### src/rtl/cp0_pkg.sv
// ============================================================================
// Module      : cp0_pkg
// Description : Shared constants for coprocessor 0: register numbers,
//               exception codes and SR/Cause field positions.
// Revision    : 1.0 - initial release
// ============================================================================
`default_nettype none

package cp0_pkg;

    localparam logic [4:0] CP0_SR    = 5'd12;
    localparam logic [4:0] CP0_CAUSE = 5'd13;
    localparam logic [4:0] CP0_EPC   = 5'd14;
    localparam logic [4:0] CP0_PRID  = 5'd15;

    typedef enum logic [4:0] {
        EXC_INT = 5'd0,
        EXC_OV  = 5'd12
    } exc_code_e;

    localparam int SR_IE        = 0;
    localparam int SR_EXL       = 1;
    localparam int SR_IM_LO     = 10;
    localparam int CAUSE_EXC_LO = 2;
    localparam int CAUSE_IP_LO  = 10;
    localparam int NUM_INT      = 6;

endpackage

`default_nettype wire

### src/rtl/int_sync.sv
// ============================================================================
// Module      : int_sync
// Description : Parameterised-width two-flop synchroniser, active-low
//               synchronous reset.
// Revision    : 1.0 - initial release
// ============================================================================
`default_nettype none

module int_sync #(
    parameter int WIDTH = 6
) (
    input  logic             clk,
    input  logic             rst,
    input  logic [WIDTH-1:0] d,
    output logic [WIDTH-1:0] q
);

    logic [WIDTH-1:0] meta_q, meta_d;
    logic [WIDTH-1:0] sync_q, sync_d;

    always_comb begin
        meta_d = d;
        sync_d = meta_q;
    end

    always_ff @(posedge clk) begin
        if (!rst) begin
            meta_q <= '0;
            sync_q <= '0;
        end else begin
            meta_q <= meta_d;
            sync_q <= sync_d;
        end
    end

    assign q = sync_q;

endmodule

`default_nettype wire

### src/rtl/cp0_unit.sv
// ============================================================================
// Module      : cp0_unit
// Description : MIPS coprocessor 0 - SR/Cause/EPC/PRId, mtc0/mfc0/eret,
//               interrupt synchronisation and exception request handshake.
// Revision    : 1.0 - initial release
// ============================================================================
`default_nettype none

module cp0_unit
    import cp0_pkg::*;
#(
    parameter logic [31:0] HANDLER_VEC = 32'h0000_4180,
    parameter logic [31:0] PRID_VAL    = 32'h0000_0131
) (
    input  logic        clk,
    input  logic        rst,
    input  logic [4:0]  sel,
    input  logic [31:0] wdata,
    input  logic        we,
    output logic [31:0] rdata,
    input  logic        eret,
    input  logic        ovf,
    input  logic        boundary,
    input  logic [31:0] pc_cur,
    input  logic [31:0] pc_next,
    input  logic [5:0]  hw_int,
    output logic        exc_req,
    input  logic        exc_ack,
    output logic [31:0] exc_pc
);

    logic [NUM_INT-1:0] ip;
    logic [NUM_INT-1:0] im_q, im_d;
    logic               exl_q, exl_d;
    logic               ie_q, ie_d;
    exc_code_e          exc_code_q, exc_code_d;
    logic [31:0]        epc_q, epc_d;
    logic               exc_req_q, exc_req_d;
    logic               int_take, ovf_take;

    int_sync #(
        .WIDTH (NUM_INT)
    ) u_int_sync (
        .clk (clk),
        .rst (rst),
        .d   (hw_int),
        .q   (ip)
    );

    // eret suppresses any entry in the same cycle; it only occurs with EXL=1
    // in a legal sequence, so this merely resolves the illegal overlap.
    always_comb begin
        ovf_take = ovf & ~exl_q & ~exc_req_q & ~eret;
        int_take = boundary & ie_q & ~exl_q & (|(ip & im_q)) & ~exc_req_q & ~eret;

        im_d       = im_q;
        exl_d      = exl_q;
        ie_d       = ie_q;
        exc_code_d = exc_code_q;
        epc_d      = epc_q;
        exc_req_d  = exc_req_q;

        if (we && sel == CP0_SR) begin
            im_d  = wdata[SR_IM_LO +: NUM_INT];
            exl_d = wdata[SR_EXL];
            ie_d  = wdata[SR_IE];
        end
        if (we && sel == CP0_EPC) begin
            epc_d = wdata;
        end
        if (eret) begin
            exl_d = 1'b0;
        end

        // Entry overrides any simultaneous mtc0 for EPC, EXL and ExcCode.
        if (ovf_take) begin
            epc_d      = pc_cur;
            exc_code_d = EXC_OV;
            exl_d      = 1'b1;
            exc_req_d  = 1'b1;
        end else if (int_take) begin
            epc_d      = pc_next;
            exc_code_d = EXC_INT;
            exl_d      = 1'b1;
            exc_req_d  = 1'b1;
        end else if (exc_ack) begin
            exc_req_d  = 1'b0;
        end
    end

    always_ff @(posedge clk) begin
        if (!rst) begin
            im_q       <= '0;
            exl_q      <= 1'b0;
            ie_q       <= 1'b0;
            exc_code_q <= EXC_INT;
            epc_q      <= '0;
            exc_req_q  <= 1'b0;
        end else begin
            im_q       <= im_d;
            exl_q      <= exl_d;
            ie_q       <= ie_d;
            exc_code_q <= exc_code_d;
            epc_q      <= epc_d;
            exc_req_q  <= exc_req_d;
        end
    end

    always_comb begin
        rdata = '0;
        case (sel)
            CP0_SR: begin
                rdata[SR_IM_LO +: NUM_INT] = im_q;
                rdata[SR_EXL]              = exl_q;
                rdata[SR_IE]               = ie_q;
            end
            CP0_CAUSE: begin
                rdata[CAUSE_IP_LO +: NUM_INT] = ip;
                rdata[CAUSE_EXC_LO +: 5]      = exc_code_q;
            end
            CP0_EPC:  rdata = epc_q;
            CP0_PRID: rdata = PRID_VAL;
            default:  rdata = '0;
        endcase
    end

    assign exc_req = exc_req_q;
    assign exc_pc  = exc_req_q ? HANDLER_VEC : epc_q;

endmodule

`default_nettype wire
### config.mk
export PLATFORM = sky130hd
export DESIGN_NAME = cp0_unit
export DESIGN_NICKNAME = d
export VERILOG_FILES = /design/src/rtl/cp0_pkg.sv /design/src/rtl/int_sync.sv /design/src/rtl/cp0_unit.sv
export SDC_FILE = /design/constraint.sdc
export NUM_CORES = 1
export LEC_CHECK = 0
export BUFFER_PORTS_ARGS = -buffer_cell sky130_fd_sc_hd__buf_2
export CAP_MARGIN = 10
export CORE_UTILIZATION = 45
export DETAILED_ROUTE_END_ITERATION = 10
export GPL_ROUTABILITY_DRIVEN = 0
export PLACE_DENSITY = 0.85
export SYNTH_ARGS = -nofsm -noshare
export SYNTH_HDL_FRONTEND = slang
export SYNTH_HIERARCHICAL = 1
export SYNTH_SLANG_ARGS = --single-unit
### constraint.sdc
create_clock -name clk -period 2.4 [get_ports clk]
set_clock_uncertainty 0.1 [all_clocks]
set_input_delay 0.48 -clock clk [delete_from_list [all_inputs] [get_ports clk]]
set_output_delay 0.48 -clock clk [all_outputs]
set_load 0.01 [all_outputs]
### Yosys cells after proc, flatten, opt, wreduce, memory -nomap -nowiden

Cells that the tools add are included.

* flip-flop bits (word level): 55
* input port bits: 114
* output and inout bits: 65
* word-level logic and storage cells: 49

* eq/ne operators: 4
* muxes and demuxes: 18
* bitwise logic cells: 12
* reduce and logical (&&, ||, !) cells: 7

Operator list (number)
* $mux W32: 4
* $eq A5 B4 Y1 const B: 4
* $pmux W6 S3: 1
* $mux W16: 1
* $pmux W5 S3: 1
* $and A1 B1 Y1: 8
* $mux W4: 2
* $mux W1: 7
* $and A6 B6 Y6: 1
* $pmux W2 S3: 1
* $pmux W3 S2: 1
* $reduce_bool A3 Y1: 2
* $reduce_or A6 Y1: 1
* $reduce_bool A4 Y1: 1
* $not A1 Y1: 3
* $logic_and A1 B1 Y1: 2
* $reduce_bool A2 Y1: 1

### Longest topological paths before layout

* depth in word-level cells: 7
* depth in mapped cells: 7

### By module

Netlist, hierarchy kept.

Modules (own cells, without submodules)
* cp0_unit: times used 1, cells an instance 365, area each 2946.6 µm²
* int_sync: times used 1, cells an instance 25, area each 336.6 µm²

### Least setup slack after synthesis

OpenSTA, ideal clock, no wires.

* kind: input to output
* start point: input sel[1]
* end point: output rdata[10]
* arrival time: 1.546 ns
* data required time: 1.820 ns
* setup slack: 0.274 ns
* cell stages on the path: 5
* buffers on the path: 2
* cells stage by stage: nor4bb_1 clkbuf_1 clkbuf_1 a221oi_1 a21oi_1

* word-level cells in the longest chain between the ends: 2
* elaborated cells between the ends (all ways): 4
* classes of those cells: eq/ne (3); mux (1)

Ends and longest elaborated chain
* start: declaration: line cp0_unit.sv:17 `input logic [4:0] sel,`
* $eq A5 B4 Y1: line cp0_unit.sv:111 `case (sel)`
* $pmux W6 S3 (*): line cp0_unit.sv:111
* end: declaration: line cp0_unit.sv:20 `output logic [31:0] rdata,`

Every way passes the cells marked *; elsewhere a longest branch is shown, timed or not.

### Worst setup path after layout

* start point: register im_q[0]
* end point: register epc_q[30]

* word-level cells in the longest chain between the ends: 7
* elaborated cells between the ends (all ways): 8
* classes of those cells: mux (2); bitwise (4); reduce/logical (2)

Ends and longest elaborated chain
* start: declaration: line cp0_unit.sv:33 `logic [NUM_INT-1:0] im_q, im_d;`
* start signal: assignment: line cp0_unit.sv:100 `im_q <= im_d;`
* $and A6 B6 Y6 (*): line cp0_unit.sv:54 `int_take = boundary & ie_q & ~exl_q & (|(ip & im_q)) & ~exc_req_q & ~eret;`
* $reduce_or A6 Y1 (*): line cp0_unit.sv:54
* $and A1 B1 Y1 (*) (3 in a row): line cp0_unit.sv:54
* $mux W32: line cp0_unit.sv:81 `end else if (int_take) begin`
* $mux W32: line cp0_unit.sv:76 `if (ovf_take) begin`
* end signal: assignment: line cp0_unit.sv:104 `epc_q <= epc_d;`
* end: declaration: line cp0_unit.sv:37 `logic [31:0] epc_q, epc_d;`

Marks and branches as above.
A chain may end at the register's enable or synchronous reset.

==> flow_metrics.tcl <==
set metrics [dict create \
    hold_viol 0 \
    cp_num_buf_inv 1 \
    holdPathStages 2 \
    drive_above_1_share_pct 38.74 \
    clockBufferDepth 2 \
    ys_types 34 \
    p_switching_uw 565.4 \
    postRouteAntennaNets 0 \
    slew_headroom_pct 60.40 \
    multi_input_area_sq_mm 0.001999 \
    cp.arrival_ns 2.26 \
    crit_path_start_kind "register" \
    worstPathMaxFanout 32 \
    end_kind "register" \
    fmax_mhz 463.8 \
    reg2reg_depth 5 \
    pwr-share-clk_pct 27.1 \
    cts_buffers 5 \
    clk_pin_slew_ns 0.11 \
    cts_tree "built" \
    setup_tns_ns 0 \
    grt_max_degree 47 \
    syn-mean-instance-area_sq_um 8.418 \
    dr.pass1.iters 5 \
    crit_path_top_delay_cell "o31a_4" \
    post_cts_resize_count 0 \
    port_buffers 178 \
    ys.flop_type "dfxtp_1" \
    rows 30 \
    outcome "complete, no violations" \
    power_per_cell_area_mw_per_mm2 446.2 \
    synthSimpleGateAreaFrac_pct 33.16 \
    core-area_sq_mm 0.006907 \
    dieArea_sq_mm 0.007641 \
    fill_cells 657 \
    mostFrequentLayoutCells "buf_2 (178), nor2_1 (69), dfxtp_1 (54)" \
    swShare_pct 29.05 \
    dr_total_vias 3389 \
    wl_per_cell_microns 14.26 \
    crit_type "reg2reg" \
    antenna_found_initial 0 \
    design_area_sq_mm 0.004362 \
    synthAdderAreaFrac_pct 0 \
    diodes 0 \
    grt_pass1_wl_microns 14460 \
    cts_sinks 54 \
    synth-xor-area-share_pct 0 \
    crit_chain "a22oi_1, a311oi_4, buf_12, o31a_4, a32o_1" \
    drt_wl_total_microns 9285 \
    syn_area_sq_mm 0.003283 \
    regArea_sq_mm 0.001081 \
    synth_nets 504 \
    synth_edf_count 0 \
    post-cts-setup-buffers 0 \
    fin_crit_ns 2.156 \
    ys_ff_latch 54 \
    start_util_pct 47.54 \
    required_ns 2.51 \
    layout_commonest_cell "buf_2" \
    detailed_place_hpwl_microns 6950 \
    synthCells 390 \
    viasPerCell 5.206 \
    synth_top_family_by_area "simple AND/OR/NAND/NOR gates" \
    power_leakage_uw 0.001992 \
    worstSkewPairLatency_ns 0.31 \
    yosysWarnings 6 \
    pin_count 179 \
    synth-compound-area-share_pct 16.92 \
    maxSlewViolCount 0 \
    cts_root_buf "clkbuf_8" \
    finalCritPeriodShare_pct 89.84 \
    max_stage_delay_ns 0.49 \
    synth_area_leader_cell "dfxtp_1" \
    grt_pass1_vias 3127 \
    drtIter0Drc 119 \
    drc 0 \
    die_h_microns 87.42 \
    cts-htree-levels 2 \
    cp_top_family "compound AO/OA/AOI/OAI gates" \
    hold_buffers 0 \
    synth_mux_area_share_pct 9.756 \
    nNetsFinal 668 \
    rsz0062_at_grt "false" \
    dpl_cell_area_sq_mm 0.004268 \
    fp.dieW_microns 87.42 \
    async_reset_ff_share_pct 0 \
    yosysSeqAreaShare_pct 32.93 \
    overflow 0 \
    hp-class "in2reg" \
    setup_violations 0 \
    crit_cells 5 \
    pwr-share-seq_pct 50.1 \
    maxCapViolCount 0 \
    intPower_uw 1381 \
    netlist_top_cells_area "dfxtp_1 (33%), a32o_1 (9.8%), mux2i_1 (9.8%)" \
    tightestPinTransition_ns 0.5916 \
    synth_top_cell_area_share_pct 32.93 \
    pwr-share-comb_pct 22.7 \
    irDropWorstVdd_mv 0.2845 \
    syn_to_final_growth_pct 32.85 \
    grt_use_total_pct 24.07 \
]
worst paths after layout:
kind | end | slack, ns | from
setup / recovery | epc_q[30]$_SDFFE_PN0P_ | 0.24 | im_q[0]$_SDFFE_PN0P_
hold reg to reg | u_int_sync/q[4]$_SDFF_PN0_ | 0.35 | u_int_sync/meta_q[4]$_SDFF_PN0_
setup reg to reg | epc_q[30]$_SDFFE_PN0P_ | 0.24 | im_q[0]$_SDFFE_PN0P_
hold / removal | u_int_sync/meta_q[1]$_SDFF_PN0_ | 0.26 | hw_int[1]
flip-flops by register name, summed over array words and instances, names as in the netlist:
signal             cells
epc_q                 32
exc_code_q             1
exc_req                1
exl_q                  1
ie_q                   1
im_q                   6
u_int_sync/meta_q      6
u_int_sync/q           6
Yosys cell counts, drive strengths merged (2+ instances only):
cell    instances
nor2b          31
nor2           69
nand2          17
and2           34
a22oi           4
a21oi          16
o21a            2
and2b           2
o21ai           2
or2             3
nand2b         32
clkbuf         18
nand3           8
a32o           32
buf            16
a311oi          2
mux2i          32
dfxtp          54
a221oi          6
cell type report:
class / instances / area share [%]
inverters: 1 / 0.08606
clock inverters: 3 / 0.5737
well taps: 96 / 2.754
repair buffers: 191 / 24.38
multi-input cells: 301 / 45.84
clock buffers: 5 / 1.578
flip-flops and latches: 54 / 24.78
power by group through the flow:
stage / combinational, uW / clock [uW] / sequential (uW)
floorplan: 258 / 0 / 985
global placement: 434 / 0 / 994
CTS: 445 / 553 / 976
detailed placement: 443 / 0 / 997
global route: 488 / 589 / 983
finish: 442 / 528 / 976
metal layers:
metal / share of wire (%) / vias up / global-route usage (%)
met1: 41 / 1563 / 28.59
li1: - / 1679 / -
met5: 0 / - / 0
met3: 7.4 / 8 / 4.739
met2: 50 / 139 / 43.61
met4: 1.1 / 0 / 7.004
cell families (layout without fill, tap and decap cells):
group                  count (synthesis)  in the layout
buffers and inverters                 35            200
multiplexers                          32             32
AO/OA/AOI/OAI                         66             66
flip-flops                            54             54
AND/OR/NAND/NOR                      203            203
per-stage QoR:
step	worst slack, ns	util, %	total power [uW]	hold slack, ns	cells
2_1_floorplan	0.2738	-	1243	0.3119	390
3_3_place_gp	0.1818	61.79	1428	0.3177	643
3_5_place_dp	0.1231	61.79	1440	0.3281	643
4_1_cts	0.2582	63.15	1975	0.2535	651
5_1_grt	0.1760	63.15	2060	0.2444	651
6_report	0.2438	63.15	1946	0.2639	651
Note: power is estimated with default switching activity, not from simulation.
